[src/rtl/signal_query_arbiter_if.sv]
// signal_query_arbiter_if: requester, result and engine signals of the query arbiter.
// Stats ports exist only when SIGNAL_QUERY_ARBITER_STATS_EN is defined.
interface signal_query_arbiter_if #(
    parameter int NUM_REQ     = 3,
    parameter int QUERY_WIDTH = 32,
    parameter int TIME_WIDTH  = 32
);
    logic [NUM_REQ-1:0]             req_i;
    logic [NUM_REQ*QUERY_WIDTH-1:0] query_i;
    logic [NUM_REQ-1:0]             grant_o;
    logic [NUM_REQ-1:0]             result_valid_o;
    logic [2*TIME_WIDTH-1:0]        result_o;
    logic                           timeout_o;
    logic [QUERY_WIDTH-1:0]         eng_value_o;
    logic                           eng_recalculate_o;
    logic                           eng_data_valid_i;
    logic [2*TIME_WIDTH-1:0]        eng_time_out_i;
`ifdef SIGNAL_QUERY_ARBITER_STATS_EN
    logic [NUM_REQ*16-1:0]          grant_count_o;
    logic [15:0]                    max_wait_o;
`endif

    modport master (
        output req_i, query_i, eng_data_valid_i, eng_time_out_i,
`ifdef SIGNAL_QUERY_ARBITER_STATS_EN
        input  grant_count_o, max_wait_o,
`endif
        input  grant_o, result_valid_o, result_o, timeout_o, eng_value_o, eng_recalculate_o
    );

    modport slave (
        input  req_i, query_i, eng_data_valid_i, eng_time_out_i,
`ifdef SIGNAL_QUERY_ARBITER_STATS_EN
        output grant_count_o, max_wait_o,
`endif
        output grant_o, result_valid_o, result_o, timeout_o, eng_value_o, eng_recalculate_o
    );
endinterface

[src/rtl/signal_query_arbiter.sv]
// signal_query_arbiter: round-robin sharing of one signal-history query engine with a timeout guard.
// Define SIGNAL_QUERY_ARBITER_STATS_EN to add per-requester grant counters and max-wait tracking.
module signal_query_arbiter #(
    parameter int NUM_REQ        = 3,
    parameter int QUERY_WIDTH    = 32,
    parameter int TIME_WIDTH     = 32,
    parameter int TIMEOUT_CYCLES = 256
) (
    input logic                   clk,
    input logic                   rst_n,
    signal_query_arbiter_if.slave bus
);
    localparam int IDX_W = $clog2(NUM_REQ);
    localparam int PW    = IDX_W + 1;
    localparam int CNT_W = $clog2(TIMEOUT_CYCLES + 1);

    typedef enum logic [1:0] {IDLE, ISSUE, WAIT, RESPOND} state_t;

    state_t                  r_state;
    state_t                  w_next;
    logic [IDX_W-1:0]        r_rr_ptr;
    logic [IDX_W-1:0]        r_idx;
    logic [IDX_W-1:0]        w_sel;
    logic [PW-1:0]           w_pos;
    logic                    w_any;
    logic [QUERY_WIDTH-1:0]  r_query;
    logic [2*TIME_WIDTH-1:0] r_result;
    logic                    r_timeout;
    logic [CNT_W-1:0]        r_wait_cnt;
    logic                    w_expire;
    logic                    w_done;
    logic [NUM_REQ-1:0]      w_onehot;

    assign w_any    = |bus.req_i;
    assign w_expire = r_wait_cnt == CNT_W'(TIMEOUT_CYCLES - 1);
    assign w_done   = r_state == WAIT && (bus.eng_data_valid_i || w_expire);
    assign w_onehot = NUM_REQ'(1) << r_idx;

    // Scan downward so the requester closest above rr_ptr is the one left selected
    always_comb begin
        w_sel = r_rr_ptr;
        w_pos = '0;
        for (int i = NUM_REQ - 1; i >= 0; i--) begin
            w_pos = {1'b0, r_rr_ptr} + PW'(i);
            w_pos = (w_pos >= PW'(NUM_REQ)) ? w_pos - PW'(NUM_REQ) : w_pos;
            if (bus.req_i[w_pos[IDX_W-1:0]]) w_sel = w_pos[IDX_W-1:0];
        end
    end

    always_ff @(posedge clk or negedge rst_n) begin
        if (!rst_n) r_state <= IDLE;
        else        r_state <= w_next;
    end

    always_comb begin
        w_next = r_state;
        case (r_state)
            IDLE:    w_next = w_any ? ISSUE : IDLE;
            ISSUE:   w_next = WAIT;
            WAIT:    w_next = w_done ? RESPOND : WAIT;
            RESPOND: w_next = IDLE;
            default: w_next = IDLE;
        endcase
    end

    always_ff @(posedge clk or negedge rst_n) begin
        if (!rst_n) begin
            r_rr_ptr   <= '0;
            r_idx      <= '0;
            r_query    <= '0;
            r_result   <= '0;
            r_timeout  <= 1'b0;
            r_wait_cnt <= '0;
        end else begin
            if (r_state == IDLE && w_any) begin
                r_idx   <= w_sel;
                r_query <= bus.query_i[w_sel*QUERY_WIDTH +: QUERY_WIDTH];
            end
            if (r_state == ISSUE) r_wait_cnt <= '0;
            if (r_state == WAIT) r_wait_cnt <= r_wait_cnt + 1'b1;
            // A valid arriving on the expiry cycle still wins
            if (w_done) begin
                r_result  <= bus.eng_data_valid_i ? bus.eng_time_out_i : '1;
                r_timeout <= !bus.eng_data_valid_i;
            end
            if (r_state == RESPOND) r_rr_ptr <= (r_idx == IDX_W'(NUM_REQ - 1)) ? '0 : r_idx + 1'b1;
        end
    end

    assign bus.grant_o           = (r_state != IDLE) ? w_onehot : '0;
    assign bus.result_valid_o    = (r_state == RESPOND) ? w_onehot : '0;
    assign bus.result_o          = r_result;
    assign bus.timeout_o         = r_state == RESPOND && r_timeout;
    assign bus.eng_value_o       = r_query;
    assign bus.eng_recalculate_o = r_state == ISSUE || r_state == WAIT;

`ifdef SIGNAL_QUERY_ARBITER_STATS_EN
    logic [NUM_REQ*16-1:0] r_grant_count;
    logic [15:0]           r_max_wait;
    logic [31:0]           w_wait_len;
    logic [15:0]           w_wait_sat;

    assign w_wait_len = 32'(r_wait_cnt) + 32'd1;
    assign w_wait_sat = (w_wait_len > 32'hFFFF) ? 16'hFFFF : w_wait_len[15:0];

    always_ff @(posedge clk or negedge rst_n) begin
        if (!rst_n) begin
            r_grant_count <= '0;
            r_max_wait    <= '0;
        end else begin
            if (w_done && w_wait_sat > r_max_wait) r_max_wait <= w_wait_sat;
            for (int k = 0; k < NUM_REQ; k++)
                if (r_state == RESPOND && r_idx == IDX_W'(k) && r_grant_count[k*16 +: 16] != 16'hFFFF)
                    r_grant_count[k*16 +: 16] <= r_grant_count[k*16 +: 16] + 16'd1;
        end
    end

    assign bus.grant_count_o = r_grant_count;
    assign bus.max_wait_o    = r_max_wait;
`endif
endmodule

[src/flat_wrapper.sv]
// flat-port wrapper written by rule: the top's interface ports become plain ports
module signal_query_arbiter_flat 
#(
    parameter int NUM_REQ        = 3,
    parameter int QUERY_WIDTH    = 32,
    parameter int TIME_WIDTH     = 32,
    parameter int TIMEOUT_CYCLES = 256
)
  (clk, rst_n, bus_req_i, bus_query_i, bus_eng_data_valid_i, bus_eng_time_out_i, bus_grant_o, bus_result_valid_o, bus_result_o, bus_timeout_o, bus_eng_value_o, bus_eng_recalculate_o);
  signal_query_arbiter_if #(.NUM_REQ(NUM_REQ), .QUERY_WIDTH(QUERY_WIDTH), .TIME_WIDTH(TIME_WIDTH)) bus_i ();
  input logic clk;
  input logic rst_n;
  input wire logic [$bits(bus_i.req_i)-1:0] bus_req_i;
  input wire logic [$bits(bus_i.query_i)-1:0] bus_query_i;
  input wire logic [$bits(bus_i.eng_data_valid_i)-1:0] bus_eng_data_valid_i;
  input wire logic [$bits(bus_i.eng_time_out_i)-1:0] bus_eng_time_out_i;
  output wire logic [$bits(bus_i.grant_o)-1:0] bus_grant_o;
  output wire logic [$bits(bus_i.result_valid_o)-1:0] bus_result_valid_o;
  output wire logic [$bits(bus_i.result_o)-1:0] bus_result_o;
  output wire logic [$bits(bus_i.timeout_o)-1:0] bus_timeout_o;
  output wire logic [$bits(bus_i.eng_value_o)-1:0] bus_eng_value_o;
  output wire logic [$bits(bus_i.eng_recalculate_o)-1:0] bus_eng_recalculate_o;
  assign bus_i.req_i = bus_req_i;
  assign bus_i.query_i = bus_query_i;
  assign bus_i.eng_data_valid_i = bus_eng_data_valid_i;
  assign bus_i.eng_time_out_i = bus_eng_time_out_i;
  assign bus_grant_o = bus_i.grant_o;
  assign bus_result_valid_o = bus_i.result_valid_o;
  assign bus_result_o = bus_i.result_o;
  assign bus_timeout_o = bus_i.timeout_o;
  assign bus_eng_value_o = bus_i.eng_value_o;
  assign bus_eng_recalculate_o = bus_i.eng_recalculate_o;
  signal_query_arbiter #(.NUM_REQ(NUM_REQ), .QUERY_WIDTH(QUERY_WIDTH), .TIME_WIDTH(TIME_WIDTH), .TIMEOUT_CYCLES(TIMEOUT_CYCLES)) u_core (.clk(clk), .rst_n(rst_n), .bus(bus_i));
endmodule
[config.mk]
export PLATFORM = sky130hd
export DESIGN_NAME = signal_query_arbiter_flat
export DESIGN_NICKNAME = d
export VERILOG_FILES = /design/src/rtl/signal_query_arbiter_if.sv /design/src/rtl/signal_query_arbiter.sv /design/src/flat_wrapper.sv
export SDC_FILE = /design/constraint.sdc
export NUM_CORES = 1
export LEC_CHECK = 0
export ABC_AREA = 1
export BUFFER_PORTS_ARGS = -buffer_cell sky130_fd_sc_hd__buf_2
export CAP_MARGIN = 20
export CORE_MARGIN = 2
export CORE_UTILIZATION = 43
export DETAILED_ROUTE_END_ITERATION = 7
export GPL_TIMING_DRIVEN = 1
export PLACE_DENSITY = 0.84
export SYNTH_ARGS = -nofsm -noshare
export SYNTH_HDL_FRONTEND = slang
export SYNTH_SLANG_ARGS = --single-unit
[constraint.sdc]
create_clock -name clk -period 1.9 [get_ports clk]
set_input_delay 0.19 -clock clk [delete_from_list [all_inputs] [get_ports clk]]
set_output_delay 0.19 -clock clk [all_outputs]
set_load 0.01 [all_outputs]
# --- Word-level counts from Yosys, hierarchy flattened ---
# Cells that the tools add are included.
op_classes:
  n_addsub: 7
  magnitude_cmp: 6
  eq_ne: 5
  shifts: 2
  muxes: 21
  reduce_logical: 10
ops:
  columns: ["operator", "count"]
  rows:
  - ["96-bit by 8-bit indexed part select with 32-bit output", 1]
  - ["64-bit two-way mux", 1]
  - ["9-bit two-way mux", 2]
  - ["2-bit two-way mux", 7]
  - ["9-bit by 1-bit adder with 9-bit output, second input constant", 1]
  - ["9-bit by 8-bit == test with 1-bit output, second input constant", 1]
  - ["2-bit by 3-bit < comparator with 1-bit output, second input constant", 3]
  - ["2-bit case mux with 4 select lines", 1]
  - ["1-bit binary-select mux with 2-bit select", 3]
  - ["2-bit == test, second input constant", 3]
  - ["3-bit by 2-bit >= comparator with 1-bit output, second input constant", 2]
  - ["3-bit two-way mux", 2]
  - ["2-bit subtractor, second input constant", 3]
  - ["1-bit two-way mux", 5]
  - ["2-bit nonzero test", 2]
  - ["2-bit by 1-bit adder with 3-bit output, second input constant", 1]
  - ["2-bit by 2-bit adder with 3-bit output, second input constant", 1]
  - ["1-bit logical AND", 3]
  - ["3-bit OR reduction", 1]
  - ["1-bit by 2-bit left shift with 3-bit output, first input constant", 1]
  - ["2-bit by 1-bit adder with 2-bit output, second input constant", 1]
  - ["2-bit by 1-bit == test with 1-bit output, second input constant", 1]
  - ["2-bit >= comparator, second input constant", 1]
  - ["2-bit logical NOT", 1]
  - ["other kinds (2)", 3]
word_totals:
  register_bits: 112
  inputBits: 166
  elab_cells: 58

# --- Longest topological paths before layout ---
logic_depth:
  depth_word: 9
  mapped_depth: 16

# --- Worst setup path after synthesis ---
# Ideal clock, no wire load.
synth_path:
  kind: "reg2reg"
  startpoint: "register u_core.r_wait_cnt[0]"
  endpoint: "register u_core.r_result[0], in the netlist u_core.bus.result_o[0]"
  arrival_time_ns: 1.757
  required_time_ns: 1.768
  path_slack_ns: 0.011
  stages_incl_launch_ff: 9
  n_path_buf: 2
  cell_sequence: "dfrtp_1 > ha_1 > nand2_1 > nor4_1 > ha_1 > o21ai_0 > buf_2 > clkbuf_1 > o21ai_0"
synth_between:
  elab_chain_cells: 3
synth_lines:
  columns: ["element", "line", "rtl"]
  rows:
  - ["start, declared", "signal_query_arbiter.sv:29", "logic [CNT_W-1:0] r_wait_cnt;"]
  - ["start signal, assigned", "signal_query_arbiter.sv:80", "if (r_state == WAIT) r_wait_cnt <= r_wait_cnt + 1'b1;"]
  - ["9-bit by 8-bit == test with 1-bit output", "signal_query_arbiter.sv:35", "assign w_expire = r_wait_cnt == CNT_W'(TIMEOUT_CYCLES - 1);"]
  - ["1-bit logical OR", "signal_query_arbiter.sv:36", "assign w_done = r_state == WAIT && (bus.eng_data_valid_i || w_expire);"]
  - ["1-bit logical AND", "signal_query_arbiter.sv:36", null]
  - ["end signal, assigned", "signal_query_arbiter.sv:83", "r_result <= bus.eng_data_valid_i ? bus.eng_time_out_i : '1;"]
  - ["end, declared", "signal_query_arbiter.sv:27", "logic [2*TIME_WIDTH-1:0] r_result;"]
# Every way passes these cells.
# A chain may end at the register's enable or synchronous reset.

# --- Worst setup path in the final report ---
layout_path:
  startpoint: "register u_core.r_rr_ptr[1]"
  endpoint: "register u_core.r_query[26], in the netlist u_core.bus.eng_value_o[26]"
layout_between:
  elab_chain_cells: 9
  elab_cells_between_ends: 21
  classes_between: "5 x add/sub; 3 x order compare; 1 x shift; 12 x mux"
layout_lines:
  columns: ["element", "line", "rtl"]
  rows:
  - ["start, declared", "signal_query_arbiter.sv:21", "logic [IDX_W-1:0] r_rr_ptr;"]
  - ["start signal, assigned", "signal_query_arbiter.sv:86", "if (r_state == RESPOND) r_rr_ptr <= (r_idx == IDX_W'(NUM_REQ - 1)) ? '0 : r_idx + 1'b1;"]
  - ["2-bit by 2-bit adder with 3-bit output", "signal_query_arbiter.sv:44", "w_pos = {1'b0, r_rr_ptr} + PW'(i);"]
  - ["3-bit by 2-bit >= comparator with 1-bit output / 2-bit subtractor (equally long branches)", "signal_query_arbiter.sv:45", "w_pos = (w_pos >= PW'(NUM_REQ)) ? w_pos - PW'(NUM_REQ) : w_pos;"]
  - ["2-bit two-way mux", "signal_query_arbiter.sv:45", null]
  - ["1-bit binary-select mux with 2-bit select", "signal_query_arbiter.sv:46", "if (bus.req_i[w_pos[IDX_W-1:0]]) w_sel = w_pos[IDX_W-1:0];"]
  - ["1-bit two-way mux (not written as such)", "signal_query_arbiter.sv:46", null]
  - ["2-bit two-way mux (2 in series)", "signal_query_arbiter.sv:46", null]
  - ["2-bit two-way mux *", "signal_query_arbiter.sv:46", null]
  - ["96-bit by 8-bit indexed part select with 32-bit output *", "signal_query_arbiter.sv:77", "r_query <= bus.query_i[w_sel*QUERY_WIDTH +: QUERY_WIDTH];"]
  - ["end signal, assigned", "signal_query_arbiter.sv:77", null]
  - ["end, declared", "signal_query_arbiter.sv:26", "logic [QUERY_WIDTH-1:0] r_query;"]
# Mark *: on every way between the ends. The rest lies on a longest branch, timed or not. The select of a mux whose other input is x is not followed.

==> flow_metrics.py <==
metrics = {
    "synth": {
        "seq_area_frac_synth": 0.466,
        "syn_area_mm2": 0.00601,
        "synth_edf_count": 0,
        "async_flop_share": 1.00,
        "synth_area_leaders": "dfrtp_1 (47%), nand2_1 (13%), inv_1 (6.8%)",
        "synth_largest_area_cell": "dfrtp_1",
        "yosysUniqueCellTypes": 32,
        "ys_dominant_reg_cell": "dfrtp_1",
        "yosysTopAreaCellShare": 0.466,
        "ys_ff_latch": 112,
        "synthTopCellsByCount": "nand2_1 (208), dfrtp_1 (112), inv_1 (109)",
        "syn_inst": 785,
        "synth_warnings": 0,
        "synth_most_common_cell": "nand2_1",
        "synth_fp_nets": 959,
        "avgSynthCellArea_um2": 7.66,
    },
    "power": {
        "swShare": 0.455,
        "total_power_uw": 16200,
        "p_int_uw": 8850,
        "p_per_area_mw_per_mm2": 1900,
        "power.switching_uw": 7380,
        "clock_power_share": 0.126,
        "power_frac_comb": 0.613,
        "p_leak_uw": 0.00483,
        "p_seq_frac": 0.261,
        "max-vdd-ir-drop_uv": 1130,
    },
    "clock_network": {
        "clkLatencyLatePin_ns": 0.36,
        "clk_pin_slew_ns": 0.08,
        "h-tree-depth": 3,
        "cts_made_buffers": 9,
        "clock_sinks": 112,
        "cts_tree": "yes",
        "cts_root_buf": "clkbuf_16",
        "clockBufferDepth": 2,
    },
    "drt": {
        "first_pass_iters": 5,
        "routed_wirelength_um": 18400,
        "drc": 0,
        "wire_per_inst_um": 14.6,
        "avgViaCountPerCell": 4.91,
        "drtAntennaViolNets": 0,
        "vias": 6162,
        "drt_iter0_markers": 268,
    },
    "hold_path": {
        "hold_path_class": "in2reg",
    },
    "timing": {
        "finClkSkew_ns": 0.0136,
        "rsz0062_at_grt": "yes",
        "period_minus_slack_ns": 2.03,
        "worst_pin_slew_ns": 0.870,
        "whs_ns": 0.0794,
        "setup_violations": 32,
        "final-max-slew-violation-count": 0,
        "max_freq_ghz": 0.494,
        "max_slew_margin": 0.420,
        "setup_ws_ns": -0.126,
        "tns_ns": -2.92,
        "fin_crit_sh": 1.07,
        "finalHoldViolCount": 0,
    },
    "global_route": {
        "grtUsageTotal": 0.231,
        "grt_pass1_wl_um": 27200,
        "grt.overflow.total": 0,
        "antenna_found_initial": 0,
        "grt_max_degree": 113,
        "grt_pass1_vias": 5798,
    },
    "outcome": {
        "violations": "negative setup slack",
        "status": "complete, but fails checks",
    },
    "worst_setup_path": {
        "end_kind": "flip-flop",
        "critPathRequiredTime_ns": 2.14,
        "path_class": "reg2reg",
        "crit_family": "simple AND/OR/NAND/NOR gates",
        "crit_arrival_ns": 2.26,
        "critPathLaunchType": "flip-flop",
        "cp_max_fo": 6,
        "cpMostUsedCell": "nand2_1",
        "path_buf_inv": 3,
        "crit_slowest_cell": "dfrtp_2",
        "cp_slowest_stage_delay_ns": 0.46,
        "worstPathCellList": "ha_4, nand3_2, nand2_2, nand2_1, nand2_1, nand2_2, nand2_4, buf_6, a21oi_4, buf_6, buf_12, o211ai_1, nand2_1",
    },
    "placement": {
        "dp_hpwl_um": 12000,
        "port_buffers": 269,
        "place_area_mm2": 0.00762,
        "gp_congestion": 0.874,
    },
    "final_layout": {
        "design_area_mm2": 0.00854,
        "n_antenna_cell": 0,
        "nNetsFinal": 1244,
        "areaGrowthSynthToFinish_pct": 42.0,
        "final_util": 0.620,
        "layout-drive-gt1-share": 0.389,
    },
    "floorplanning": {
        "dieHeight_um": 122,
        "start_util": 0.437,
        "rows": 43,
        "dieWidth_um": 122,
        "dieArea_mm2": 0.0149,
        "core_mm2": 0.0138,
        "io_pins": 270,
    },
    "run": {
        "max_cap_viol_count": 0,
    },
}
## state kept, by name (all words and copies together) (netlist names)
register	count
u_core.r_timeout	1
u_core.r_state	2
u_core.r_wait_cnt	9
u_core.r_rr_ptr	2
u_core.bus.result_o	64
u_core.r_idx	2
u_core.bus.eng_value_o	32
## power by group through the flow
stage / logic (uW) / clock network, uW / registers, uW
after CTS: 9270 / 2090 / 4210
final: 9950 / 2040 / 4240
after floorplan: 5060 / 0 / 4660
after global routing: 10900 / 2160 / 4380
after global placement: 7890 / 0 / 4210
after detailed placement: 8150 / 0 / 4210
## timing repair
action	in CTS	in global routing
setup endpoints to repair	30	62
gates resized for setup	40	39
pin swaps	25	12
hold endpoints to repair	112	0
cloned	4	6
hold buffers	1	0
buffers inserted	11	6
## worst register-to-register path, stage by stage, from the launching register on
cell and delay, ns:
dfrtp_2 0.46, ha_4 0.32, nand3_2 0.10, nand2_2 0.06
nand2_1 0.05, nand2_1 0.08, nand2_2 0.07, nand2_4 0.09
buf_6 0.11, a21oi_4 0.06, buf_6 0.19, buf_12 0.14
o211ai_1 0.12, nand2_1 0.08
## per-stage QoR
| stage | cells | setup slack, ns |
|---|---|---|
| after floorplan | 785 | 0.0112 |
| after global placement | 1211 | -0.000998 |
| after detailed placement | 1211 | -0.101 |
| after CTS | 1243 | -0.0403 |
| after global routing | 1255 | -0.219 |
| final | 1255 | -0.126 |
## layout make-up
type | count | area (um2)
Clock buffer | 9 | 225
Clock inverter | 7 | 95.1
Fill cell | 1150 | 5230
Inverter | 116 | 448
Multi-Input combinational cell | 515 | 2710
Sequential cell | 112 | 2800
Tap cell | 180 | 225
Timing Repair Buffer | 316 | 2030
## routing by layer
metal / GRT usage / wire length [um] / vias up
li1: - / - / 3015
met1: 0.264 / 6870 / 2814
met4: 0.0934 / 441 / 0
met5: 0 / 0 / -
met2: 0.408 / 9340 / 296
met3: 0.0613 / 1720 / 37
## cells by family after synthesis
| kind of cell | after synthesis | share of synthesized area |
|---|---|---|
| flops | 112 | 0.466 |
| simple gates | 391 | 0.278 |
| compound gates | 113 | 0.117 |
| xor+xnor | 3 | 0.00437 |
| buf+inv | 158 | 0.118 |
| fa+ha+maj | 8 | 0.0166 |
## layout by cell type (no fill, tap or decap), types with 8 or more instances in the layout
cell type  instances
nand2_1          203
nand3_2           15
buf_12            10
inv_1            106
buf_2            268
o21ai_0           50
nor3_1             9
o211ai_1          20
nor2_2            22
nand3_1           36
buf_4             18
clkbuf_16         14
nor2_1            84
buf_6             10
nand2_2           10
o21ai_1           17
dfrtp_1          111
o211ai_2           8
## path summary, 6_finish.rpt
check | from | end | slack [ns] | cells past startpoint
setup / recovery | u_core.r_rr_ptr[1]$_DFFE_PN0P_ | u_core.bus.eng_value_o[26]$_DFFE_PN0P_ | -0.13 | 13
hold / removal | bus_eng_time_out_i[38] | u_core.bus.result_o[38]$_DFFE_PN0P_ | 0.08 | 3
setup reg to reg | u_core.r_rr_ptr[1]$_DFFE_PN0P_ | u_core.bus.eng_value_o[26]$_DFFE_PN0P_ | -0.13 | 13
hold reg to reg | u_core.bus.result_o[56]$_DFFE_PN0P_ | u_core.bus.result_o[56]$_DFFE_PN0P_ | 0.49 | 2
max in group asynchronous | rst_n | u_core.r_rr_ptr[1]$_DFFE_PN0P_ | 0.98 | 3
min in group asynchronous | rst_n | u_core.bus.result_o[38]$_DFFE_PN0P_ | 0.44 | 3
Note: power is estimated with default switching activity, not from simulation.
